File: config.mk
export PLATFORM = sky130hd
export DESIGN_NAME = umi_pack_stream
export DESIGN_NICKNAME = d
export VERILOG_FILES = /design/src/rtl/umi_pack_pkg.sv /design/src/rtl/umi_pack_realign.sv /design/src/rtl/umi_pack_stream.sv
export SDC_FILE = /design/constraint.sdc
export NUM_CORES = 1
export LEC_CHECK = 0
export BUFFER_PORTS_ARGS = -buffer_cell sky130_fd_sc_hd__clkbuf_2
export CAP_MARGIN = 20
export CORE_AREA = 3 3 265 267
export DETAILED_ROUTE_END_ITERATION = 8
export DIE_AREA = 0 0 268 270
export SLEW_MARGIN = 15
export SYNTH_ARGS = -nofsm -noshare
export SYNTH_HDL_FRONTEND = slang
export SYNTH_SLANG_ARGS = --single-unit
File: constraint.sdc
create_clock -name clk -period 16.8 [get_ports clk]
set_clock_uncertainty 0.15 [all_clocks]
set_input_delay 0 -clock clk [delete_from_list [all_inputs] [get_ports clk]]
set_output_delay 0 -clock clk [all_outputs]
set_load 0.05 [all_outputs]
File: src/rtl/umi_pack_pkg.sv
// ---------------------------------------------------------------------------
// umi_pack_pkg
//   Shared definitions for the streaming UMI packer: command/header widths,
//   header field offsets, FSM state and merge-select encodings, and the
//   helper that assembles the 160-bit header (command word + addresses).
// ---------------------------------------------------------------------------
package umi_pack_pkg;

  localparam int UMI_CMD_W = 32;
  localparam int HDR_W     = 160;
  localparam int ADDR_W    = 64;

  localparam int OPC_LSB   = 0;
  localparam int OPC_W     = 8;
  localparam int SIZE_LSB  = 8;
  localparam int SIZE_W    = 4;
  localparam int USER_LSB  = 12;
  localparam int USER_W    = 20;
  localparam int DST_LSB   = UMI_CMD_W;
  localparam int SRC_LSB   = DST_LSB + ADDR_W;

  typedef enum logic [1:0] {
    IDLE  = 2'd0,
    HEAD  = 2'd1,
    BODY  = 2'd2,
    FLUSH = 2'd3
  } state_e;

  typedef enum logic [1:0] {
    SEL_HEAD  = 2'd0,
    SEL_BODY  = 2'd1,
    SEL_FLUSH = 2'd2
  } sel_e;

  function automatic logic [HDR_W-1:0] build_header(
    input logic [OPC_W-1:0]  opcode,
    input logic [SIZE_W-1:0] size,
    input logic [USER_W-1:0] user,
    input logic [ADDR_W-1:0] dstaddr,
    input logic [ADDR_W-1:0] srcaddr
  );
    logic [HDR_W-1:0] h;
    h = '0;
    h[OPC_LSB  +: OPC_W]  = opcode;
    h[SIZE_LSB +: SIZE_W] = size;
    h[USER_LSB +: USER_W] = user;
    h[DST_LSB  +: ADDR_W] = dstaddr;
    h[SRC_LSB  +: ADDR_W] = srcaddr;
    return h;
  endfunction

endpackage

File: src/rtl/umi_pack_realign.sv
// ---------------------------------------------------------------------------
// umi_pack_realign
//   Residue register and beat merge mux. Every data word is split at HD:
//   its low HD bits go out on the current beat, its high 160 bits are held
//   and become the low part of the following beat.
// Ports
//   clk, reset  clock / async active-high reset
//   sel         beat shape: head, body or flush
//   nodata      head beat carries no data (data field zeroed)
//   load        capture word[PW-1:HD] into the residue
//   clear       zero the residue (end of train)
//   hdr         assembled 160-bit header
//   word        current input data word
//   beat        merged packet beat
// ---------------------------------------------------------------------------
module umi_pack_realign
  import umi_pack_pkg::*;
#(
  parameter int PW = 256
) (
  input  logic             clk,
  input  logic             reset,
  input  sel_e             sel,
  input  logic             nodata,
  input  logic             load,
  input  logic             clear,
  input  logic [HDR_W-1:0] hdr,
  input  logic [PW-1:0]    word,
  output logic [PW-1:0]    beat
);

  localparam int HD = PW - HDR_W;

  logic [HDR_W-1:0] residue;
  logic [HD-1:0]    lo;

  assign lo = word[HD-1:0];

  always_ff @(posedge clk or posedge reset) begin
    if (reset) begin
      residue <= '0;
    end else if (load) begin
      residue <= word[PW-1:HD];
    end else if (clear) begin
      residue <= '0;
    end
  end

  always_comb begin
    beat = {lo, residue};
    case (sel)
      SEL_HEAD:  beat = nodata ? {{HD{1'b0}}, hdr} : {lo, hdr};
      SEL_BODY:  beat = {lo, residue};
      SEL_FLUSH: beat = {{HD{1'b0}}, residue};
      default:   beat = {{HD{1'b0}}, residue};
    endcase
  end

endmodule

File: src/rtl/umi_pack_stream.sv
// ---------------------------------------------------------------------------
// umi_pack_stream
//   Streaming UMI packer. Takes one command plus N PW-bit data words and
//   emits a packet train: a head beat (header + low part of word 0), N-1
//   body beats, and a flush beat carrying the final residue. Commands with
//   no data produce a single head beat. Data is passed straight through
//   (no buffering), so din and pkt handshakes are coupled combinationally.
//   Optional build macro UMI_PACK_STREAM_PERF_EN adds perf_cmds and
//   perf_stalls saturating counters.
// Ports
//   clk, reset                 clock / async active-high reset
//   req_*                      command channel (valid/ready)
//   din_valid/ready/data       data word channel
//   pkt_valid/ready/data       packet beat channel
//   pkt_burst                  high on every beat after the head
//   pkt_last                   high on the final beat of a command
//   perf_cmds, perf_stalls     (perf build only) completed commands and
//                              stalled beat cycles
// ---------------------------------------------------------------------------
module umi_pack_stream
  import umi_pack_pkg::*;
#(
  parameter int AW = 64,
  parameter int PW = 256,
  parameter int BW = 8
) (
  input  logic          clk,
  input  logic          reset,
  input  logic          req_valid,
  output logic          req_ready,
  input  logic [7:0]    req_opcode,
  input  logic [3:0]    req_size,
  input  logic [19:0]   req_user,
  input  logic [AW-1:0] req_dstaddr,
  input  logic [AW-1:0] req_srcaddr,
  input  logic          req_nodata,
  input  logic [BW-1:0] req_words,
  input  logic          din_valid,
  output logic          din_ready,
  input  logic [PW-1:0] din_data,
  output logic          pkt_valid,
  input  logic          pkt_ready,
  output logic [PW-1:0] pkt_data,
  output logic          pkt_burst,
  output logic          pkt_last
`ifdef UMI_PACK_STREAM_PERF_EN
  ,
  output logic [31:0]   perf_cmds,
  output logic [31:0]   perf_stalls
`endif
);

  if (AW != ADDR_W) begin : g_bad_aw
    $error("umi_pack_stream: only AW=64 is supported");
  end
  if ((PW % 32) != 0 || PW < 224 || PW > 1024) begin : g_bad_pw
    $error("umi_pack_stream: PW must be a multiple of 32 in 224..1024");
  end

  state_e           state, state_nxt;
  sel_e             sel;
  logic [HDR_W-1:0] cmd_hdr;
  logic             cmd_nodata;
  logic [BW-1:0]    rem;
  logic             fire;
  logic             accept;
  logic             res_load;
  logic             res_clear;

  assign fire      = pkt_valid & pkt_ready;
  // Ready also during the cycle the last beat leaves, so a waiting command
  // is taken with no idle cycle between trains.
  assign req_ready = ~reset & ((state == IDLE) | (fire & pkt_last));
  assign accept    = req_valid & req_ready;

  // State register
  always_ff @(posedge clk or posedge reset) begin
    if (reset) begin
      state <= IDLE;
    end else begin
      state <= state_nxt;
    end
  end

  // Next-state logic
  always_comb begin
    state_nxt = state;
    case (state)
      IDLE: begin
        if (accept) state_nxt = HEAD;
      end
      HEAD: begin
        if (fire) begin
          if (cmd_nodata)     state_nxt = accept ? HEAD : IDLE;
          else if (rem == '0) state_nxt = FLUSH;
          else                state_nxt = BODY;
        end
      end
      BODY: begin
        if (fire && rem == BW'(1)) state_nxt = FLUSH;
      end
      FLUSH: begin
        if (fire) state_nxt = accept ? HEAD : IDLE;
      end
      default: state_nxt = IDLE;
    endcase
  end

  // Output logic
  always_comb begin
    pkt_valid = 1'b0;
    din_ready = 1'b0;
    pkt_burst = 1'b0;
    pkt_last  = 1'b0;
    sel       = SEL_FLUSH;
    case (state)
      HEAD: begin
        sel = SEL_HEAD;
        if (cmd_nodata) begin
          pkt_valid = 1'b1;
          pkt_last  = 1'b1;
        end else begin
          pkt_valid = din_valid;
          din_ready = pkt_ready;
        end
      end
      BODY: begin
        sel       = SEL_BODY;
        pkt_valid = din_valid;
        din_ready = pkt_ready;
        pkt_burst = 1'b1;
      end
      FLUSH: begin
        sel       = SEL_FLUSH;
        pkt_valid = 1'b1;
        pkt_burst = 1'b1;
        pkt_last  = 1'b1;
      end
      default: begin
        pkt_valid = 1'b0;
      end
    endcase
  end

  assign res_load  = fire & (((state == HEAD) & ~cmd_nodata) | (state == BODY));
  assign res_clear = fire & (state == FLUSH);

  // Command capture and remaining-word counter
  always_ff @(posedge clk or posedge reset) begin
    if (reset) begin
      cmd_hdr    <= '0;
      cmd_nodata <= 1'b0;
      rem        <= '0;
    end else if (accept) begin
      cmd_hdr    <= build_header(req_opcode, req_size, req_user, req_dstaddr, req_srcaddr);
      cmd_nodata <= req_nodata;
      rem        <= req_nodata ? '0 : (req_words - BW'(1));
    end else if (fire && state == BODY) begin
      rem        <= rem - BW'(1);
    end
  end

  umi_pack_realign #(.PW(PW)) u_realign (
    .clk    (clk),
    .reset  (reset),
    .sel    (sel),
    .nodata (cmd_nodata),
    .load   (res_load),
    .clear  (res_clear),
    .hdr    (cmd_hdr),
    .word   (din_data),
    .beat   (pkt_data)
  );

`ifdef UMI_PACK_STREAM_PERF_EN
  always_ff @(posedge clk or posedge reset) begin
    if (reset) begin
      perf_cmds   <= '0;
      perf_stalls <= '0;
    end else begin
      if (fire && pkt_last && perf_cmds != '1) perf_cmds <= perf_cmds + 32'd1;
      if (pkt_valid && !pkt_ready && perf_stalls != '1) perf_stalls <= perf_stalls + 32'd1;
    end
  end
`endif

  // A data command must carry at least one word; zero would wrap the counter.
  a_words_nonzero: assert property (@(posedge clk) disable iff (reset)
    (req_valid && req_ready && !req_nodata) |-> (req_words != '0));

endmodule

==> results.cfg, run 1 <==
[placed_design]
post-place-cells = 2921
post-place-ws_ns = 13.18
numPortBuffers = 690
dp_hpwl_um = 41200
placed_cell_area_um2 = 18900
gp_congestion = 0.909

[sta]
period_minus_slack_ns = 3.96
whs_ns = 0.0428
layout_setup_ws_ns = 12.84
setup_violations = 0
hold_viol_final = 0
setup_tns_ns = 0
max_freq_mhz = 253
rsz0062_at_grt = no
period_share_pct = 23.6
relSlewSlack_pct = 23.3
worst_slew_pin_slew_ns = 1.15
drv_slew = 0

[route]
dr.pass1.iters = 7
route.antenna.remaining_nets = 0
wl_per_cell_um = 18.5
vias = 15600
viasPerCell = 4.61
drc = 0
dr.first_iter.drc_count = 1139
finalWirelength_um = 62600

[outcome]
status = finished, final reports clean

[clocking]
path_clk_slew_ns = 0.06
clockBufferDepth = 3
post_cts_buffers = 0
h-tree-depth = 2
cts_resized = 0
ctsHoldBuffers = 377
cts_tree = yes
cts.sink_count = 331
clk_latency_ns = 0.54
cts-root-buf = clkbuf_16
numCtsBuffers = 40

[worst_hold_path]
hold_path.class = input port to flip-flop

[logic_synthesis]
synth_edf_count = 0
yosysWarnings = 0
mappedNetlistArea_um2 = 14800
synthFlopType = dfrtp_1
yosys.area.top_type = dfrtp_1
synth_nets = 1892
async_flop_share_pct = 100
yosysTopAreaCellShare_pct = 56.1
syn_avg_cell_area_um2 = 10.2
yosysSeqAreaShare_pct = 56.1
synth_seq_cells = 331
synth.area.top_cells = dfrtp_1 (56%), a22o_1 (19%), nand2_1 (13%), and2_1 (4.2%), buf_2 (2.1%)
syn_inst = 1454
ys_types = 42

[floorplan]
die_y_um = 270
io_pins = 691
start_util_pct = 21.6
core_area_um2 = 68300
die_area_um2 = 72400
die_w_um = 268
rows = 96

[cells_and_area]
instances_no_fill = 3375
drive_above_1_share_pct = 31.3
syn_to_final_growth_pct = 62.6
design_area_um2 = 24000
fin_nets = 2897
final_util_pct = 35.1
fillers = 6773

[run]
max-cap-violations = 0

[pwr]
p_total_mw = 5.37
intPower_mw = 2.51
seq_power_share_pct = 25.3
peakVddDrop_mv = 0.125
power.leakage_nw = 12.4
p_comb_share_pct = 58.8
switching_share_pct = 53.2
clockPowerShare_pct = 15.9
p_switching_mw = 2.85
power_density_nw_per_um2 = 224

[global_route]
grt_max_degree = 127
grt_pass1_wl_um = 94800
grt_overflow = 0
antenna_found_initial = 12
first_global_vias = 16300
grt_usage_pct = 16.6

[critical_path]
criticalPathCategory = flip-flop to flip-flop
crit_arrival_ns = 4.29
cp_max_fo = 66
worstSetupStartpointType = flip-flop
end_kind = flip-flop
critPathRequiredTime_ns = 17.13
[final cells by class]
class                      instances  area (um2)  area share, %
clock buffer                      54        1160           4.82
tap                              882        1100           4.60
multi-input combinational        996        5910           24.6
sequential                       331        8280           34.5
antenna                           13        32.5          0.136
timing repair buffer            1082        7360           30.7
clock inverter                     9         118          0.490
inverter                           8        37.5          0.156
[per-layer routing]
| metal | track usage, % | routed length, um | vias to the layer above |
|---|---|---|---|
| li1 | - | - | 7037 |
| met1 | 18.9 | 23500 | 7545 |
| met2 | 28.8 | 30900 | 790 |
| met3 | 3.36 | 4280 | 190 |
| met4 | 9.69 | 3890 | 0 |
| met5 | 0 | 0 | - |
[cells by family after synthesis]
group / share of synthesized area, %
AOI/OAI and AO/OA: 20.3
xor gates and xnor gates: 0.712
adders and majority gates: 0.678
buffers and inverters: 4.08
DFF: 56.1
muxes: 0.0763
and+or+nand+nor: 18.0
[final timing paths]
| path | startpoint | endpoint | slack (ns) | depth (start not counted) |
|---|---|---|---|---|
| min in group asynchronous | reset | u_realign.residue[74] | 0.16 | 3 |
| min reg2reg | cmd_hdr[65] | cmd_hdr[65] | 0.32 | 2 |
| max | state[0] | rem[4] | 12.84 | 9 |
| min | req_dstaddr[5] | cmd_hdr[37] | 0.04 | 4 |
| max in group asynchronous | reset | u_realign.residue[140] | 14.04 | 5 |
| max reg2reg | state[0] | rem[4] | 12.84 | 9 |
[synth_stat cells, drive strengths merged (2+ instances only)]
library cell / number
a31oi: 2
buf: 75
nor2b: 3
or4: 2
nand4: 2
ha: 8
xor2: 3
a21o: 3
nor2: 13
nand2: 492
dfrtp: 331
or3: 3
o22ai: 3
nand2b: 2
clkbuf: 44
nor3: 6
o21ai: 5
a22o: 320
inv: 8
a21oi: 7
o21a: 2
nand3: 2
xnor2: 9
or2: 2
and2: 98
[power by group through the flow]
stage	sequential, mW	combinational, mW	clock (mW)
2_1_floorplan	1.29	2.36	0
3_3_place_gp	1.35	3.04	0
3_5_place_dp	1.35	3.06	0
4_1_cts	1.35	3.15	0.880
5_1_grt	1.39	3.34	0.912
6_report	1.36	3.16	0.853
[flip-flops by register name, summed over array words and instances, names as in the netlist, named ones only]
name and cells:
cmd_hdr 160, rem 8, state 1, u_realign.residue 160
cmd_nodata 1
[critical path, cell delays in order, from the launching register on]
cell and delay (ns):
dfrtp_1 0.41, inv_1 0.10, ha_1 0.23, nor2b_1 0.49, a21oi_2 0.20, nor2_4 0.71
buf_4 0.75, nand2_1 0.11, o22ai_1 0.15, dlygate4sd3_1 0.56
[cells in the final DEF, fill, tap and decap left out, drive strengths merged, types with 2 or more instances in the layout]
cell / instances
or3: 3
xor2: 3
nor3: 6
dfrtp: 331
o21ai: 5
clkinvlp: 3
xnor2: 9
dlygate4sd3: 377
diode: 13
or2: 2
o22ai: 3
buf: 15
a21oi: 7
clkinv: 3
a22o: 320
o21a: 2
nand2b: 2
nand2: 492
nor2b: 3
ha: 8
nor2: 13
and2: 98
inv: 9
clkbuf: 744
bufinv: 2
a31oi: 2
a21o: 3
nand4: 2
or4: 2
nand3: 2
Note: power is estimated with default switching activity, not from simulation.
==> run 2: changes to the inputs <==
==> constraint.sdc (replaced) <==
create_clock -name clk -period 3.56 [get_ports clk]
set_clock_uncertainty 0.15 [all_clocks]
set_input_delay 0 -clock clk [delete_from_list [all_inputs] [get_ports clk]]
set_output_delay 0 -clock clk [all_outputs]
set_load 0.05 [all_outputs]
==> results.cfg, run 2 (synthesized netlist as in run 1, its figures left out) <==
[pwr]
p_comb_share_pct = 58.8
power_density_nw_per_um2 = 1070
power.leakage_nw = 12.5
peakVddDrop_mv = 0.573
p_switching_mw = 13.7
seq_power_share_pct = 25.2
intPower_mw = 12.0
clockPowerShare_pct = 16.1
p_total_mw = 25.7
switching_share_pct = 53.2

[cells_and_area]
final_cell_mix = clkbuf_2 (690), nand2_1 (491), dlygate4sd3_1 (345)
fin_nets = 2876
layout_commonest_cell = clkbuf_2
reg.largest.list = cmd_hdr: 160 flops, u_realign.residue: 160 flops, rem: 8 flops
design_area_um2 = 24000
syn_to_final_growth_pct = 62.6
fillers = 6771
drive_above_1_share_pct = 32.2

[route]
wl_per_cell_um = 19.1
viasPerCell = 4.58
vias = 15300
finalWirelength_um = 63900
drc = 0
dr.pass1.iters = 5
dr.first_iter.drc_count = 1007
route.antenna.remaining_nets = 0

[critical_path]
criticalPathCategory = flip-flop to flip-flop
cp_cell_sequence = inv_1 -> ha_1 -> nor2b_1 -> a21oi_2 -> nor2_4 -> buf_12 -> nand2_1 -> o22ai_1 -> dlygate4sd3_1
worstSetupStartpoint = state[0]
slowest_stage = dlygate4sd3_1
cpPeakStageDelay_ns = 0.58
worstSetupStartpointType = flip-flop
crit_arrival_ns = 3.40
critPathRequiredTime_ns = 3.88
rr_startpoint = state[0]
cp_max_fo = 96
end_kind = flip-flop

[global_route]
grt_usage_pct = 17.1
first_global_vias = 16100
antenna_found_initial = 5
grt_pass1_wl_um = 95900
grt_max_degree = 98
grt_overflow = 0

[sta]
setup_violations = 0
period_share_pct = 86.6
worst_slew_pin_slew_ns = 0.923
rsz0062_at_grt = no
drv_slew = 0
relSlewSlack_pct = 38.3
period_minus_slack_ns = 3.08
hold_viol_final = 0
max_freq_mhz = 324

[clocking]
cts_resized = 0
h-tree-depth = 2
cts-root-buf = clkbuf_16
cts_tree = yes
post_cts_buffers = 0
path_clk_slew_ns = 0.06
cts.sink_count = 331
ctsHoldBuffers = 345
numCtsBuffers = 39
clockBufferDepth = 3
clk_latency_ns = 0.54

[worst_hold_path]
hold_path.class = input port to flip-flop
holdCritStartpoint = req_dstaddr[31]

[placed_design]
numPortBuffers = 690
dp_hpwl_um = 43300
gp_congestion = 0.911
placed_cell_area_um2 = 19200

[floorplan]
die_area_um2 = 72400
die_w_um = 268
core_area_um2 = 68300
io_pins = 691
rows = 96
die_y_um = 270
start_util_pct = 21.6

[outcome]
status = finished, final reports clean

[run]
max-cap-violations = 0
## run 2: critical path, delay by kind of cell (launching register included)
kind	cells	cell delay [ns]
AOI/OAI and AO/OA	2	0.37
DFF	1	0.41
buffers and inverters	3	1.02
adders and majority gates	1	0.23
and+or+nand+nor	3	0.81
## run 2: layout make-up
type                       instances  area (um2)  share of cell area [%]
timing repair buffer            1062        7330                    30.6
inverter                           8        33.8                   0.141
clock buffer                      54        1150                    4.81
multi-input combinational        996        5910                    24.6
sequential                       331        8280                    34.5
clock inverter                    15         164                   0.683
antenna                            5        12.5                  0.0521
tap                              882        1100                    4.60
## run 2: per-layer routing
metal / track usage, % / part of all wire, %
met4: 8.07 / 4.9
met3: 2.90 / 5.7
met2: 30.2 / 50
met5: 0 / 0
met1: 20.0 / 39
## run 2: power by group through the flow
stage / Sequential, mW / Clock, mW / Combinational (mW)
floorplan: 6.09 / 0 / 11.1
global placement: 6.47 / 0 / 14.7
detailed placement: 6.47 / 0 / 14.8
CTS: 6.43 / 4.27 / 15.2
global route: 6.64 / 4.42 / 16.0
finish: 6.47 / 4.13 / 15.1
## run 2: metrics by stage
stage	TNS [ns]	hold slack [ns]	setup slack (ns)	utilization [%]	std cells
after global routing	0	0.0186	0.206	35.1	3352
final	0	0.0368	0.477	35.1	3353
after detailed placement	0	0.0430	0.881	28.1	2934
after global placement	0	0.0416	0.955	28.1	2934
after CTS	0	0.000865	0.460	35.1	3348
after floorplan	-334.53	-0.0609	-1.01	-	1454
## run 2: worst paths after layout
check,to,slack [ns],cells past startpoint
worst max-delay path,rem[4],0.48,9
worst min-delay path,cmd_hdr[63],0.04,4
worst max register to register,rem[4],0.48,9
worst min register to register,cmd_hdr[55],0.32,2
max in group asynchronous,cmd_hdr[4],2.18,4
min in group asynchronous,u_realign.residue[71],0.13,3
==> run 3: changes to the inputs <==
--- a/config.mk
+++ b/config.mk
@@ -10,6 +10,7 @@
 export CORE_AREA = 3 3 265 267
 export DETAILED_ROUTE_END_ITERATION = 8
 export DIE_AREA = 0 0 268 270
+export SETUP_SLACK_MARGIN = 0.5
 export SLEW_MARGIN = 15
 export SYNTH_ARGS = -nofsm -noshare
 export SYNTH_HDL_FRONTEND = slang
==> results.cfg, run 3 (synthesized netlist as in run 1, its figures left out) <==
[critical_path]
rr_worst_depth = 8
critPathRequiredTime_ns = 3.41
worstSetupStartpointType = flip-flop
slowest_stage = ha_1
r2r_slack_ns = 0.83
end_kind = output pin
reg2reg_to = cmd_hdr[157]
worstSetupStartpoint = state[0]
crit_arrival_ns = 2.81
critPathBufInv = 3
cpPeakStageDelay_ns = 0.50
cp_cell_sequence = inv_1 -> ha_1 -> and2_4 -> buf_12 -> a22o_1 -> clkbuf_2
path_delay_family = buffers and inverters
cp_max_fo = 54
rr_startpoint = state[0]
criticalPathCategory = flip-flop to output pin

[floorplan]
die_y_um = 270
rows = 96
io_pins = 691
die_w_um = 268
core_area_um2 = 68300
start_util_pct = 21.6
die_area_um2 = 72400

[route]
route.antenna.remaining_nets = 0
drc = 0
dr.pass1.iters = 5
wl_per_cell_um = 19.2
finalWirelength_um = 64400
viasPerCell = 4.57
dr.first_iter.drc_count = 969
vias = 15300

[cells_and_area]
seq_area_um2 = 8280
final_cell_mix = clkbuf_2 (690), nand2_1 (491), dlygate4sd3_1 (345)
multi_input_area_um2 = 5940
layout_commonest_cell = clkbuf_2
fin_nets = 2880
syn_to_final_growth_pct = 62.9
drive_above_1_share_pct = 32.4
reg.largest.list = cmd_hdr: 160 flops, u_realign.residue: 160 flops, rem: 8 flops
fillers = 6768

[clocking]
cts-root-buf = clkbuf_16
clockBufferDepth = 3
h-tree-depth = 2
cts.sink_count = 331
numCtsBuffers = 39
clk_latency_ns = 0.54
cts_tree = yes
path_clk_slew_ns = 0.06

[sta]
rsz0062_at_grt = no
worst_slew_pin_slew_ns = 0.936
drv_slew = 0
hold_viol_final = 0
max_freq_mhz = 338
period_minus_slack_ns = 2.96
setup_tns_ns = 0
setup_violations = 0
period_share_pct = 83.0
relSlewSlack_pct = 37.5

[run]
max-cap-violations = 0

[worst_hold_path]
hold_path.class = input port to flip-flop
holdPathStages = 4
whs_endpoint = cmd_hdr[63]
holdCritStartpoint = req_dstaddr[31]

[global_route]
antenna_found_initial = 5
grt_usage_pct = 17.1
grt_overflow = 0
first_global_vias = 16100
grt_pass1_wl_um = 95900
grt_max_degree = 98

[pwr]
power_density_nw_per_um2 = 1070
peakVddDrop_mv = 0.573
power.leakage_nw = 12.5
p_total_mw = 25.8

[placed_design]
numPortBuffers = 690
gp_congestion = 0.911
dp_hpwl_um = 43300

[outcome]
status = finished, final reports clean
==> run 3: cell types whose count changed in the layout (fill, tap and decap cells not counted) <==
cell      before  now
and2_2         0    1
buf_4          9   11
diode_2        5    7
ha_1           8    6
ha_2           0    2
nand2b_2       0    1
nor2b_2        1    0
nor2b_4        0    1
==> run 3: worst max-delay path by stage <==
stage | cells after the start | endpoint | slack, ns
floorplan | 1 | async pin | -1.01
global placement | 7 | state[0] | 0.95
detailed placement | 8 | cmd_hdr[29] | 0.88
CTS | 6 | pkt_data[88] | 0.46
global route | 6 | pkt_data[157] | 0.51
finish | 6 | pkt_data[154] | 0.60
==> run 3: layout make-up <==
cell class,instances,area share [%]
Antenna cell,7,0.0729
Clock buffer,54,4.80
Clock inverter,15,0.682
Inverter,8,0.141
Multi-Input combinational cell,998,24.7
Sequential cell,331,34.5
Tap cell,882,4.59
Timing Repair Buffer,1064,30.6
==> run 3: tightest hold or removal path, stage by stage <==
cell and delay, ns:
dlygate4sd3_1 0.53, clkbuf_2 0.09, nand2_1 0.04, nand2_1 0.05
==> run 3: per-stage QoR <==
step	utilization, %	std cells	hold WS (ns)	worst slack [ns]	instance area (um2)
6_report	35.2	3359	0.0356	0.604	24000
5_1_grt	35.2	3356	0.0186	0.512	24000
4_1_cts	35.1	3348	0.000865	0.460	24000
3_5_place_dp	28.1	2934	0.0430	0.881	19200
3_3_place_gp	28.1	2934	0.0416	0.955	19200
2_1_floorplan	-	1454	-0.0609	-1.01	14800
==> run 3: what timing repair did <==
item	in CTS	in global routing
resized for setup	0	3
gates cloned	0	2
hold endpoints to repair	355	0
buffers inserted	0	2
pin swaps	0	1
setup endpoints to repair	3	165
hold buffers	345	0
==> run 3: where the power goes <==
| part | internal [mW] | switching (mW) |
|---|---|---|
| logic | 4.26 | 10.9 |
| clock network | 2.43 | 1.71 |
| registers | 5.38 | 1.09 |
==> run 3: metal layers <==
layer	vias to the layer above	wire length (um)	GRT usage (%)
li1	7010	-	-
met5	-	0	0
met2	708	32200	30.2
met3	174	3710	2.92
met4	0	3160	8.07
met1	7457	25300	20.0
